**config.mk**
```make
export PLATFORM = sky130hd
export DESIGN_NAME = outer_in_packer32_flat
export DESIGN_NICKNAME = d
export VERILOG_FILES = /design/src/rtl/outer_in_packer32_pkg.sv /design/src/rtl/outer_in_packer32_if.sv /design/src/rtl/outer_in_packer32_fifo.sv /design/src/rtl/outer_in_packer32.sv /design/src/flat_wrapper.sv
export SDC_FILE = /design/constraint.sdc
export NUM_CORES = 1
export LEC_CHECK = 0
export ABC_AREA = 1
export CORE_MARGIN = 2
export CORE_UTILIZATION = 55
export CTS_CLUSTER_DIAMETER = 100
export DETAILED_ROUTE_END_ITERATION = 12
export DONT_BUFFER_PORTS = 1
export HOLD_SLACK_MARGIN = 0.08
export PLACE_DENSITY = 0.79
export SYNTH_ARGS = -nofsm -noshare
export SYNTH_HDL_FRONTEND = slang
export SYNTH_SLANG_ARGS = --single-unit
```
**constraint.sdc**
```tcl
create_clock -name clk -period 1.4 [get_ports clk]
set_input_delay 0.21 -clock clk [delete_from_list [all_inputs] [get_ports clk]]
set_output_delay 0.21 -clock clk [all_outputs]
set_load 0.03 [all_outputs]
```
**src/rtl/outer_in_packer32_pkg.sv**
```systemverilog
// Shared types and widths for the 32->64 outer_in packer.
// Optional padding of odd-length messages is enabled with OUTER_PACK_FLUSH_EN.
package outer_in_packer32_pkg;

    localparam int HALF_W = 32;
    localparam int WORD_W = 64;

    typedef enum logic {
        ST_LOW  = 1'b0,
        ST_HIGH = 1'b1
    } state_t;

    typedef struct packed {
        logic              last;
        logic [WORD_W-1:0] data;
    } word_t;

    function automatic word_t pack_word(input logic [HALF_W-1:0] hi,
                                        input logic [HALF_W-1:0] lo,
                                        input logic              last);
        word_t w;
        w.last = last;
        w.data = {hi, lo};
        return w;
    endfunction

endpackage

```
**src/rtl/outer_in_packer32_if.sv**
```systemverilog
// Stream bundle used for both the 32-bit host side and the 64-bit outer side.
// A beat moves when isReady & canReceive are both high in the same cycle; the
// sender holds dat/isLast stable while isReady waits, and isReady never looks at canReceive.
interface outer_in_packer32_if #(
    parameter int W = 32
);
    logic [W-1:0] dat;
    logic         isReady;
    logic         canReceive;
    logic         isLast;

    modport master (output dat, output isReady, output isLast, input canReceive);
    modport slave  (input dat, input isReady, input isLast, output canReceive);
endinterface

```
**src/rtl/outer_in_packer32_fifo.sv**
```systemverilog
// Small output FIFO (module outer_pack_fifo) holding packed word + isLast.
// Flags are registered from the next-state count; head is read straight from storage.
module outer_pack_fifo #(
    parameter int Width = 65,
    parameter int Depth = 2
) (
    input  logic             clk,
    input  logic             rst,
    input  logic             push_i,
    input  logic [Width-1:0] push_data_i,
    input  logic             pop_i,
    output logic [Width-1:0] head_o,
    output logic             full_o,
    output logic             empty_o
);
    localparam int PtrW    = (Depth > 1) ? $clog2(Depth) : 1;
    localparam int CntBits = PtrW + 1;
    localparam logic [CntBits-1:0] FullCnt = CntBits'(Depth);

    logic [Width-1:0]   mem_q [Depth];
    logic [PtrW-1:0]    wr_ptr_q, rd_ptr_q;
    logic [CntBits-1:0] count_q, count_d;
    logic               full_q, empty_q;
    logic               do_push, do_pop;

    assign do_push = push_i & ~full_q;
    assign do_pop  = pop_i & ~empty_q;

    always_comb begin
        count_d = count_q;
        case ({do_push, do_pop})
            2'b10:   count_d = count_q + CntBits'(1);
            2'b01:   count_d = count_q - CntBits'(1);
            default: count_d = count_q;
        endcase
    end

    always_ff @(posedge clk or negedge rst) begin
        if (!rst) begin
            for (int i = 0; i < Depth; i++) mem_q[i] <= '0;
            wr_ptr_q <= '0;
            rd_ptr_q <= '0;
            count_q  <= '0;
            full_q   <= 1'b0;
            empty_q  <= 1'b1;
        end else begin
            if (do_push) begin
                mem_q[wr_ptr_q] <= push_data_i;
                wr_ptr_q        <= wr_ptr_q + PtrW'(1);
            end
            if (do_pop) rd_ptr_q <= rd_ptr_q + PtrW'(1);
            count_q <= count_d;
            full_q  <= (count_d == FullCnt);
            empty_q <= (count_d == '0);
        end
    end

    assign head_o  = mem_q[rd_ptr_q];
    assign full_o  = full_q;
    assign empty_o = empty_q;

endmodule

```
**src/rtl/outer_in_packer32.sv**
```systemverilog
// Packs pairs of 32-bit host beats (low half first) into 64-bit outer words.
// Define OUTER_PACK_FLUSH_EN to pad an odd final beat to a full word instead of holding it.
module outer_in_packer32
    import outer_in_packer32_pkg::*;
#(
    parameter int FifoDepth = 2,
    parameter int CntW      = 16
) (
    input  logic                clk,
    input  logic                rst,
    outer_in_packer32_if.slave  h32,
    outer_in_packer32_if.master o,
    output logic                err_oddLast,
    output state_t              dbg_state,
    output logic [CntW-1:0]     dbg_pad_cnt
);
    state_t            state_q, state_d;
    logic [HALF_W-1:0] lo_q;
    logic              err_q;
    logic              run_q;
    logic              accept, odd_last, load_lo, push, pop;
    logic              fifo_full, fifo_empty;
    word_t             push_word, head;

    // run_q keeps canReceive low while reset is held and for the first edge after.
    assign h32.canReceive = run_q & ~fifo_full;
    assign accept         = h32.isReady & h32.canReceive;
    assign odd_last       = accept & (state_q == ST_LOW) & h32.isLast;

    always_ff @(posedge clk or negedge rst) begin
        if (!rst) state_q <= ST_LOW;
        else      state_q <= state_d;
    end

    always_comb begin
        state_d = state_q;
        if (accept) begin
            if (state_q == ST_HIGH) state_d = ST_LOW;
`ifdef OUTER_PACK_FLUSH_EN
            else if (h32.isLast)    state_d = ST_LOW;
`endif
            else                    state_d = ST_HIGH;
        end
    end

    always_comb begin
        load_lo   = 1'b0;
        push      = 1'b0;
        push_word = '0;
        if (accept) begin
            if (state_q == ST_HIGH) begin
                push      = 1'b1;
                push_word = pack_word(h32.dat, lo_q, h32.isLast);
            end
`ifdef OUTER_PACK_FLUSH_EN
            else if (h32.isLast) begin
                push      = 1'b1;
                push_word = pack_word('0, h32.dat, 1'b1);
            end
`endif
            else begin
                load_lo = 1'b1;
            end
        end
    end

    always_ff @(posedge clk or negedge rst) begin
        if (!rst) begin
            lo_q  <= '0;
            err_q <= 1'b0;
            run_q <= 1'b0;
        end else begin
            if (load_lo) lo_q <= h32.dat;
            err_q <= err_q | odd_last;
            run_q <= 1'b1;
        end
    end

`ifdef OUTER_PACK_FLUSH_EN
    logic [CntW-1:0] pad_cnt_q;

    always_ff @(posedge clk or negedge rst) begin
        if (!rst)          pad_cnt_q <= '0;
        else if (odd_last) pad_cnt_q <= pad_cnt_q + CntW'(1);
    end

    assign dbg_pad_cnt = pad_cnt_q;
`else
    assign dbg_pad_cnt = '0;
`endif

    assign pop = o.isReady & o.canReceive;

    outer_pack_fifo #(
        .Width ($bits(word_t)),
        .Depth (FifoDepth)
    ) u_fifo (
        .clk         (clk),
        .rst         (rst),
        .push_i      (push),
        .push_data_i (push_word),
        .pop_i       (pop),
        .head_o      (head),
        .full_o      (fifo_full),
        .empty_o     (fifo_empty)
    );

    assign o.isReady   = ~fifo_empty;
    assign o.dat       = head.data;
    assign o.isLast    = head.last;
    assign err_oddLast = err_q;
    assign dbg_state   = state_q;

endmodule

```
**src/flat_wrapper.sv**
```systemverilog
// flat-port wrapper written by rule: the top's interface ports become plain ports
module outer_in_packer32_flat import outer_in_packer32_pkg::*;
#(
    parameter int FifoDepth = 2,
    parameter int CntW      = 16
)
  (clk, rst, err_oddLast, dbg_state, dbg_pad_cnt, h32_dat, h32_isReady, h32_isLast, h32_canReceive, o_dat, o_isReady, o_isLast, o_canReceive);
  outer_in_packer32_if #(.W(32)) h32_i ();
  outer_in_packer32_if #(.W(64)) o_i ();
  input  logic clk;
  input  logic rst;
  output logic err_oddLast;
  output state_t dbg_state;
  output logic [CntW-1:0] dbg_pad_cnt;
  input wire logic [$bits(h32_i.dat)-1:0] h32_dat;
  input wire logic [$bits(h32_i.isReady)-1:0] h32_isReady;
  input wire logic [$bits(h32_i.isLast)-1:0] h32_isLast;
  output wire logic [$bits(h32_i.canReceive)-1:0] h32_canReceive;
  output wire logic [$bits(o_i.dat)-1:0] o_dat;
  output wire logic [$bits(o_i.isReady)-1:0] o_isReady;
  output wire logic [$bits(o_i.isLast)-1:0] o_isLast;
  input wire logic [$bits(o_i.canReceive)-1:0] o_canReceive;
  assign h32_i.dat = h32_dat;
  assign h32_i.isReady = h32_isReady;
  assign h32_i.isLast = h32_isLast;
  assign h32_canReceive = h32_i.canReceive;
  assign o_dat = o_i.dat;
  assign o_isReady = o_i.isReady;
  assign o_isLast = o_i.isLast;
  assign o_i.canReceive = o_canReceive;
  outer_in_packer32 #(.FifoDepth(FifoDepth), .CntW(CntW)) u_core (.clk(clk), .rst(rst), .h32(h32_i), .o(o_i), .err_oddLast(err_oddLast), .dbg_state(dbg_state), .dbg_pad_cnt(dbg_pad_cnt));
endmodule
```
==> run_results.csv, run 1 <==
group,metric,value,unit
die,io_pins,122,
logic_synthesis,synthCells,968,
clock_network,cts_made_buffers,17,
global_routing,grt-ovfl-total,10,
clock_network,h-tree-depth,4,
logic_synthesis,synth_top_area_share,56.1,%
global_routing,grt_start_max_net_pins,172,
logic_synthesis,yosysTopAreaCell,"dfrtp_1",
global_routing,grtUsageTotal,75.0,%
status,error,"[ERROR GRT-0232] Routing congestion too high. Check the congestion heatmap in the GUI.",
placed_design,dp_hpwl,11600,um
logic_synthesis,yosysSeqAreaShare,56.5,%
logic_synthesis,yosysWarnings,0,
status,status,"did not finish",
global_routing,grt_antenna_before_repair,5,
status,haltStage,"5_1_grt",
timing,grt-worst-endpoint,"o_dat[46]",
die,start_util,56.8,%
timing,worstEndpointType,"top-level output",
die,die_width,121,um
clock_network,clock_path_buffers,2,
clock_network,cts_sinks,171,
logic_synthesis,yosysUniqueCellTypes,21,
logic_synthesis,syn-mean-instance-area,7.83,um^2
placed_design,io_buffers,0,
logic_synthesis,synthMuxAreaShare,0,%
logic_synthesis,synth_seq_cells,171,
logic_synthesis,synth-compound-area-share,0.165,%
logic_synthesis,synth_fa_ha_area_share,0.165,%
placed_design,place_congestion,0.789,
die,num_rows,42,
die,fp.dieH,121,um
logic_synthesis,synth_area_leaders,"dfrtp_1 56%, nand2_1 28%, nand3_1 8.6%",
logic_synthesis,synth_top_family_by_area,"simple AND/OR/NAND/NOR gates",
logic_synthesis,synth_simple_gate_area_share,37.0,%
placed_design,dp.cells,1167,
logic_synthesis,syn-cell-area,0.00758,mm^2
clock_network,root_buffer,"clkbuf_16",
logic_synthesis,synth_xor_xnor_area_share,0.231,%
## Yosys cell counts
cell	count
nor2_2	1
nor2_4	1
conb_1	2
a21oi_1	1
nand2_1	562
nand3_1	131
buf_1	4
xor2_1	1
dfstp_2	1
inv_2	1
clkbuf_1	25
nand4_1	1
dfrtp_1	170
buf_2	32
ha_1	1
xnor2_1	1
nand3_2	1
buf_4	17
nor2_1	2
inv_1	12
a21o_1	1
## logic make-up after synthesis
group	count (synthesis)
compound gates	2
xor+xnor	2
fa+ha+maj	1
buf+inv	91
flops	171
other cells	2
simple gates	699
## what timing repair did
action,4_1_cts
gates resized for setup,149
setup buffers,14
cloned,12
pin swaps,48
hold buffers,35
endpoints found under the setup margin,201
hold endpoints to repair,272
## through the flow
step                      worst slack, ps  setup TNS, ps  util (%)  area [um^2]
after floorplan                     -54.6           -136         -         7660
after global placement              -1.42          -1.42      67.3         8980
after detailed placement            -87.6          -6100      67.3         8980
after CTS                            -324         -21900      81.7        10900
## layer usage
layer / overflow / GRT usage (%)
met5: 0 / 14.0
met4: 4 / 72.7
met3: 0 / 61.4
met2: 6 / 90.7
met1: 0 / 76.3
==> inputs of run 2 (changes only) <==
CORE_UTILIZATION = 40   (was 55)
CTS_CLUSTER_DIAMETER = not set   (was 100)
HOLD_SLACK_MARGIN = not set   (was 0.08)
PLACE_DENSITY = not set   (was 0.79)
PLACE_DENSITY_LB_ADDON = 0.15   (was not set)
clock period = 1.8 ns   (was 1.4 ns; I/O delays follow)
==> run_results.csv, run 2 <==
group,metric,value,unit
clock_network,cts_tree,"built",
logic_synthesis,syn-cell-area,0.00758,mm^2
placed_design,dp_hpwl,11100,um
clock_network,cts_made_buffers,17,
die,core-area,0.0186,mm^2
timing,finClkSkew,7.84,ps
clock_network,clkLatencyLatePin,420,ps
global_routing,grt_pass1_vias,6041,
layout,syn_to_final_growth,32.2,%
layout,layout_commonest_cell,"nand2_1",
drt,drcViolationCount,0,
die,num_rows,50,
pwr,ir_drop,1280,uV
logic_synthesis,synth.most_common_cell,"nand2_1",
timing,slew_viol_final,0,
timing,setup_ws,-17.2,ps
clock_network,h-tree-depth,4,
logic_synthesis,synth_ff_type,"dfrtp_1",
placed_design,place_congestion,0.748,
global_routing,grt_start_max_net_pins,172,
logic_synthesis,synthTopCellsByCount,"562 x nand2_1, 170 x dfrtp_1, 131 x nand3_1",
die,die_width,142,um
worst_hold_path,hp-class,"in -> async",
timing,fmaxAchievable,0.550,GHz
layout,top_register,"u_core.u_fifo.mem_q",
timing,setup_violations,6,
logic_synthesis,synthCells,968,
die,io_pins,122,
logic_synthesis,synth_area_leaders,"dfrtp_1 56%, nand2_1 28%, nand3_1 8.6%",
global_routing,grt_antenna_before_repair,2,
placed_design,io_buffers,0,
layout,instances_no_fill,1279,
layout,largest_register_ffs,130,
logic_synthesis,synth_seq_cells,171,
timing,post-route-period-util,101,%
timing,layout_min_cycle_time,1820,ps
drt,viasPerCell,4.96,
timing,rsz0062_at_grt,"true",
drt,ant_nets,0,
placed_design,dp.cells,1202,
logic_synthesis,synth_simple_gate_area_share,37.0,%
layout,drive_above_1_share,19.9,%
timing,slew_headroom,52.3,%
clock_network,cts.clk_slew.worst_paths,60,ps
clock_network,root_buffer,"clkbuf_16",
worst_setup_path,crit_path_start_kind,"flip-flop",
clock_network,holdBufCountCts,33,
worst_setup_path,cp_max_fo,18,
run,cap_violations,0,
logic_synthesis,synth_top_area_share,56.1,%
logic_synthesis,synth-async-reset-ratio,100,%
layout,final_core_util,53.8,%
drt,wl_per_cell,16.5,um
logic_synthesis,synth_edf_count,0,
global_routing,grtUsageTotal,20.9,%
logic_synthesis,syn-mean-instance-area,7.83,um^2
status,status,"complete, but fails checks",
timing,fin_hold_ws,-460,ps
logic_synthesis,yosysWarnings,0,
global_routing,grt-ovfl-total,0,
layout,top_regs,"u_core.u_fifo.mem_q x130, u_core.lo_q x32, u_core.u_fifo.count_q x2",
logic_synthesis,synth_xor_xnor_area_share,0.231,%
worst_setup_path,ff2ff_path_depth,8,
drt,wl,21000,um
global_routing,grt_pass1_wl,33000,um
logic_synthesis,synth_fa_ha_area_share,0.165,%
timing,hold_viol_final,171,
pwr,cellPowerDensity,2150,mW/mm^2
drt,vias,6343,
logic_synthesis,synthMuxAreaShare,0,%
timing,worst_slew_pin_slew,715,ps
worst_setup_path,crit_required,1530,ps
worst_setup_path,endpoint_kind,"output pin",
worst_setup_path,critPathArrivalTime,1550,ps
pwr,p_total,21.5,mW
clock_network,cts_sinks,171,
die,die_area,0.0201,mm^2
die,start_util,40.7,%
logic_synthesis,yosysUniqueCellTypes,21,
logic_synthesis,yosysTopAreaCell,"dfrtp_1",
status,violations,"hold timing, setup timing",
layout,mostFrequentLayoutCells,"466 x nand2_1, 168 x dfrtp_1, 131 x nand3_1",
drt,first_pass_iters,4,
pwr,leakagePower,5.26,nW
drt,drt_iter0_drc,547,
worst_setup_path,path_class,"reg -> out",
logic_synthesis,synth-compound-area-share,0.165,%
clock_network,clock_path_buffers,2,
layout,fin_nets,1070,
logic_synthesis,yosysSeqAreaShare,56.5,%
die,fp.dieH,142,um
logic_synthesis,synth_top_family_by_area,"simple AND/OR/NAND/NOR gates",
-- run 2: cell counts after synthesis --
Identical to the previous run, type by type.
-- run 2: critical path: stages, from the launching register on --
cell	delay, ps
dfrtp_2	480
buf_4	170
buf_12	150
nand2_1	90
nand2_2	90
buf_12	140
-- run 2: metal layers --
metal	wire length, um	global-route usage, %
met2	9860	32.9
met4	325	6.63
met1	9940	29.5
met3	925	3.88
met5	0	0
-- run 2: repair_timing --
action / CTS / global route
endpoints found under the hold margin: 270 / 171
resized for setup: 38 / 79
pin swaps: 0 / 1
setup endpoints to repair: 55 / 62
buffers inserted: 0 / 4
gates cloned: 2 / 6
-- run 2: worst paths after layout --
| path | startpoint | endpoint | slack (ps) |
|---|---|---|---|
| worst max-delay path | u_core.u_fifo.rd_ptr_q | o_dat[12] | -20 |
| worst min register to register | u_core.u_fifo.mem_q[10] | u_core.u_fifo.mem_q[10] | 470 |
| max in group asynchronous | rst | u_core.u_fifo.mem_q[19] | 1940 |
| worst max register to register | u_core.u_fifo.full_o | u_core.u_fifo.mem_q[119] | 110 |
| worst min-delay path | rst | u_core.u_fifo.mem_q[98] | -460 |
| min in group clk | h32_isReady | u_core.dbg_state | 120 |
-- run 2: logic make-up after synthesis --
family	Yosys count
AOI/OAI and AO/OA	2
xor gates and xnor gates	2
adders and majority gates	1
buffers and inverters	91
DFF	171
other	2
and+or+nand+nor	699
-- run 2: final cells by class --
class	instances	area, um^2
Fill cell	1782	8620
Inverter	13	61.3
Timing Repair Buffer	108	1590
Tap cell	234	293
Clock buffer	24	502
Clock inverter	6	110
Multi-Input combinational cell	721	3180
Antenna cell	2	5.00
Sequential cell	171	4280
-- run 2: power by group --
part	switching [mW]	internal, mW
Clock	1.48	2.35
Sequential	1.13	5.69
Combinational	6.39	4.50
Total	9.00	12.5
-- run 2: stage by stage --
step | cell area (um^2) | setup TNS [ps] | hold slack (ps) | setup slack (ps)
after floorplan | 7640 | 0 | -25.6 | 75.9
after global placement | 8550 | 0 | -16.5 | 158
after detailed placement | 8550 | 0 | -17.2 | 115
after CTS | 9640 | -282 | -478 | -54.1
after global routing | 10000 | -1650 | -486 | -73.3
final | 10000 | -53.3 | -460 | -17.2
Note: power is estimated with default switching activity, not from simulation.
==> inputs of run 3 (changes only) <==
CELL_PAD_IN_SITES_DETAIL_PLACEMENT = 1   (was not set)
CELL_PAD_IN_SITES_GLOBAL_PLACEMENT = 2   (was not set)
CORE_UTILIZATION = 37   (was 40)
==> run_results.csv, run 3 (synthesis results as in run 2) <==
group,metric,value,unit
layout,final_core_util,46.7,%
pwr,leakagePower,4.91,nW
drt,vias,6373,
global_routing,grt_antenna_before_repair,0,
timing,post-route-period-util,98.9,%
clock_network,cts_setup_buffers,0,
layout,mostFrequentLayoutCells,"484 x nand2_1, 168 x dfrtp_1, 131 x nand3_1",
global_routing,grt_start_max_net_pins,172,
timing,hold_viol_final,171,
clock_network,cts_tree,"built",
die,die_width,147,um
timing,slew_headroom,50.3,%
global_routing,grt-ovfl-total,0,
worst_setup_path,ff2ff_path_depth,7,
layout,fin_nets,1021,
worst_setup_path,crit_required,1530,ps
layout,syn_to_final_growth,24.1,%
layout,top_regs,"u_core.u_fifo.mem_q x130, u_core.lo_q x32, u_core.u_fifo.count_q x2",
layout,largest_register_ffs,130,
timing,fmaxAchievable,0.562,GHz
drt,drcViolationCount,0,
worst_hold_path,hp-class,"in -> async",
placed_design,io_buffers,0,
drt,drt_iter0_drc,342,
worst_setup_path,crit_path_start_kind,"flip-flop",
timing,worst_slew_pin_slew,745,ps
drt,wl,23500,um
clock_network,h-tree-depth,4,
global_routing,grt_pass1_vias,6891,
drt,ant_nets,0,
status,violations,"hold timing",
worst_setup_path,r2r_setup_slack,160,ps
worst_setup_path,r2r_start,"u_core.u_fifo.full_o",
clock_network,cts_made_buffers,17,
timing,finClkSkew,9.69,ps
layout,antenna_cells,0,
worst_setup_path,endpoint_kind,"output pin",
die,die_area,0.0217,mm^2
placed_design,dp_worst_setup_slack,188,ps
drt,first_pass_iters,4,
worst_setup_path,rr_endpoint,"u_core.u_fifo.mem_q[48]",
layout,drive_above_1_share,14.0,%
global_routing,grt_pass1_wl,37800,um
clock_network,root_buffer,"clkbuf_16",
run,cap_violations,0,
clock_network,cts_sinks,171,
global_routing,grtUsageTotal,22.2,%
timing,rsz0062_at_grt,"true",
worst_setup_path,path_class,"reg -> out",
die,num_rows,52,
die,core-area,0.0202,mm^2
timing,setup_ws,19.5,ps
pwr,ir_drop,826,uV
timing,slew_viol_final,0,
placed_design,dp_hpwl,12800,um
pwr,cellPowerDensity,2080,mW/mm^2
layout,num-fill-cells,2375,
placed_design,place_congestion,0.736,
clock_network,cts.clk_slew.worst_paths,60,ps
die,fp.dieH,147,um
timing,layout_min_cycle_time,1780,ps
pwr,p_total,19.6,mW
die,io_pins,122,
timing,setup_violations,0,
clock_network,clock_path_buffers,2,
layout,layout_commonest_cell,"nand2_1",
layout,top_register,"u_core.u_fifo.mem_q",
timing,fin_hold_ws,-460,ps
worst_setup_path,critPathArrivalTime,1510,ps
clock_network,clkLatencyLatePin,430,ps
drt,viasPerCell,5.03,
drt,wl_per_cell,18.5,um
die,start_util,37.6,%
status,status,"complete, but fails checks",
worst_setup_path,cp_max_fo,16,
==> run 3: report_power, final <==
part           internal [mW]  switching (mW)  total [mW]
logic                   2.43            6.34        8.77
clock network           2.44            1.49        3.92
registers               5.69            1.17        6.86
total                   10.6            9.00        19.6
==> run 3: worst max-delay path, cell delays in order (launching register included) <==
cell and delay (ps):
dfrtp_2 480, inv_8 150, buf_16 200, nand2_1 110, nand2_4 130
==> run 3: timing repair <==
action	4_1_cts	5_1_grt
endpoints found under the setup margin	65	50
hold buffers	33	1
endpoints found under the hold margin	269	172
gates cloned	2	3
gates resized for setup	111	35
pin swaps	0	16
==> run 3: metrics by stage <==
step                      setup TNS (ps)  hold WS [ps]  instance area (um^2)  cells
after floorplan                        0         -25.6                  7640    983
after CTS                           -838          -483                  9190   1262
after global placement                 0         -20.6                  7800   1195
after global routing                -657          -490                  9410   1266
after detailed placement               0         -16.6                  7800   1195
final                                  0          -460                  9410   1266
==> run 3: worst max path at each step <==
stage	startpoint	endpoint	slack [ps]	cells after the start
floorplan	u_core.dbg_state	u_core.u_fifo.empty_o	80	10
global placement	u_core.u_fifo.full_o	u_core.u_fifo.mem_q[0]	210	8
detailed placement	u_core.u_fifo.full_o	u_core.u_fifo.mem_q[80]	190	7
CTS	u_core.u_fifo.rd_ptr_q	o_dat[24]	-40	4
global route	u_core.u_fifo.rd_ptr_q	o_dat[16]	-30	4
finish	u_core.u_fifo.rd_ptr_q	o_dat[16]	20	4
==> run 3: cell type report <==
class | instances | area (um^2) | share of cell area (%)
Tap cell | 270 | 338 | 3.59
Multi-Input combinational cell | 721 | 3420 | 36.3
Inverter | 13 | 56.3 | 0.598
Clock buffer | 25 | 485 | 5.16
Timing Repair Buffer | 59 | 689 | 7.33
Clock inverter | 7 | 140 | 1.49
Sequential cell | 171 | 4280 | 45.5
==> run 3: layer usage <==
metal | vias to the layer above | share of wire (%) | GRT usage [%] | wire length [um]
li1 | 2997 | - | - | -
met2 | 117 | 49 | 38.4 | 11600
met5 | - | 0 | 0 | 0
met4 | 0 | 1.3 | 6.25 | 306
met1 | 3235 | 45 | 28.6 | 10500
met3 | 24 | 4.3 | 4.38 | 1020
==> inputs of run 4 (changes only) <==
CORE_UTILIZATION = 39   (was 37)
clock period = 2.2 ns   (was 1.8 ns; I/O delays follow)
==> run_results.csv, run 4 (synthesis results as in run 2) <==
group,metric,value,unit
layout,largest_register_ffs,130,
global_routing,grt_antenna_before_repair,0,
worst_setup_path,path_class,"reg -> out",
drt,ant_nets,0,
layout,mostFrequentLayoutCells,"560 x nand2_1, 168 x dfrtp_1, 131 x nand3_1",
clock_network,cts.clk_slew.worst_paths,70,ps
global_routing,grt_pass1_wl,37000,um
layout,top_register,"u_core.u_fifo.mem_q",
layout,instances_no_fill,1266,
timing,worst_slew_pin_slew,880,ps
placed_design,place_area,0.00861,mm^2
timing,setup_ws,135,ps
die,die_area,0.0206,mm^2
timing,finClkSkew,9.16,ps
clock_network,clkLatencyLatePin,430,ps
layout,drive_above_1_share,10.3,%
layout,design_area,0.00936,mm^2
run,cap_violations,0,
drt,wl,22600,um
die,io_pins,122,
die,fp.dieH,143,um
global_routing,grt_start_max_net_pins,172,
timing,fin_hold_ws,-414,ps
pwr,p_total,17.1,mW
clock_network,cts_sinks,171,
global_routing,grt-ovfl-total,0,
placed_design,dp_worst_setup_slack,505,ps
worst_setup_path,endpoint_kind,"output pin",
timing,layout_min_cycle_time,2070,ps
global_routing,grtUsageTotal,23.1,%
die,core-area,0.0189,mm^2
timing,slew_headroom,41.3,%
clock_network,root_buffer,"clkbuf_16",
layout,antenna_cells,0,
worst_hold_path,hp-class,"in -> async",
timing,hold_viol_final,171,
global_routing,grt_pass1_vias,6930,
layout,top_regs,"u_core.u_fifo.mem_q x130, u_core.lo_q x32, u_core.u_fifo.count_q x2",
placed_design,io_buffers,0,
timing,fmaxAchievable,0.484,GHz
clock_network,cts_tree,"built",
worst_setup_path,critPathArrivalTime,1740,ps
layout,layout_commonest_cell,"nand2_1",
worst_setup_path,cp_max_fo,27,
worst_setup_path,crit_path_start_kind,"flip-flop",
drt,drcViolationCount,0,
pwr,ir_drop,921,uV
placed_design,dp.cells,1226,
die,num_rows,50,
layout,fin_nets,1031,
worst_setup_path,crit_required,1870,ps
layout,syn_to_final_growth,23.5,%
timing,setup_violations,0,
status,status,"complete, but fails checks",
clock_network,clock_path_buffers,2,
pwr,cellPowerDensity,1820,mW/mm^2
status,violations,"hold timing",
layout,final_core_util,49.6,%
timing,tns,0,ps
clock_network,cts_made_buffers,17,
pwr,leakagePower,5.05,nW
drt,first_pass_iters,4,
drt,vias,6380,
timing,post-route-period-util,93.9,%
timing,rsz0062_at_grt,"false",
clock_network,h-tree-depth,4,
die,die_width,143,um
placed_design,dp_hpwl,13300,um
drt,viasPerCell,5.04,
clock_network,cts_resized,0,
timing,slew_viol_final,0,
placed_design,place_congestion,0.725,
drt,drt_iter0_drc,408,
drt,wl_per_cell,17.8,um
die,start_util,40.1,%
run 4: cell types whose count changed in the layout (fill, tap and decap cells not counted), sizes merged:
cell	change
clkinvlp	+3
inv	+2
clkinv	+1
dlygate4sd3	-26
bufinv	+2
buf	+38
clkbuf	-10
run 4: layer usage:
metal | vias up | global-route usage (%) | share of wire, %
met1 | 3222 | 30.2 | 45
li1 | 3013 | - | -
met2 | 131 | 39.3 | 49
met3 | 14 | 4.50 | 4.4
met5 | - | 0 | 0
met4 | 0 | 6.60 | 0.92
run 4: path summary, 6_finish.rpt:
path,start,to,slack (ps),cells after the start
worst min-delay path,rst,u_core.u_fifo.count_q[1],-410,0
min in group clk,h32_dat[30],u_core.lo_q[30],20,2
worst min register to register,u_core.u_fifo.mem_q[64],u_core.u_fifo.mem_q[64],470,2
max in group asynchronous,rst,u_core.lo_q[11],2240,0
worst max-delay path,u_core.u_fifo.rd_ptr_q,o_dat[24],130,5
worst max register to register,u_core.u_fifo.empty_o,u_core.u_fifo.empty_o,510,9
run 4: cell type report:
class,instances,area (um^2)
clock buffers,17,425
clock inverters,15,245
repair buffers,69,1110
well taps,260,325
multi-input cells,721,2920
flip-flops and latches,171,4280
fillers,2261,9530
inverters,13,48.8
run 4: worst max-delay path, cell delays in order (launching register included):
cell and delay (ps):
dfrtp_2 450, inv_2 90, buf_4 350, nand2_1 90, nand2_1 180, buf_12 150
run 4: where the power goes:
part | internal (mW) | total, mW | switching [mW]
clock network | 2.13 | 3.45 | 1.31
registers | 4.65 | 5.58 | 0.928
logic | 3.10 | 8.03 | 4.93
run 4: repair_timing:
action / in CTS / in global routing
endpoints found under the hold margin: 178 / 172
hold buffers: 7 / 1
setup endpoints to repair: 0 / 0
setup buffers: 0 / 0
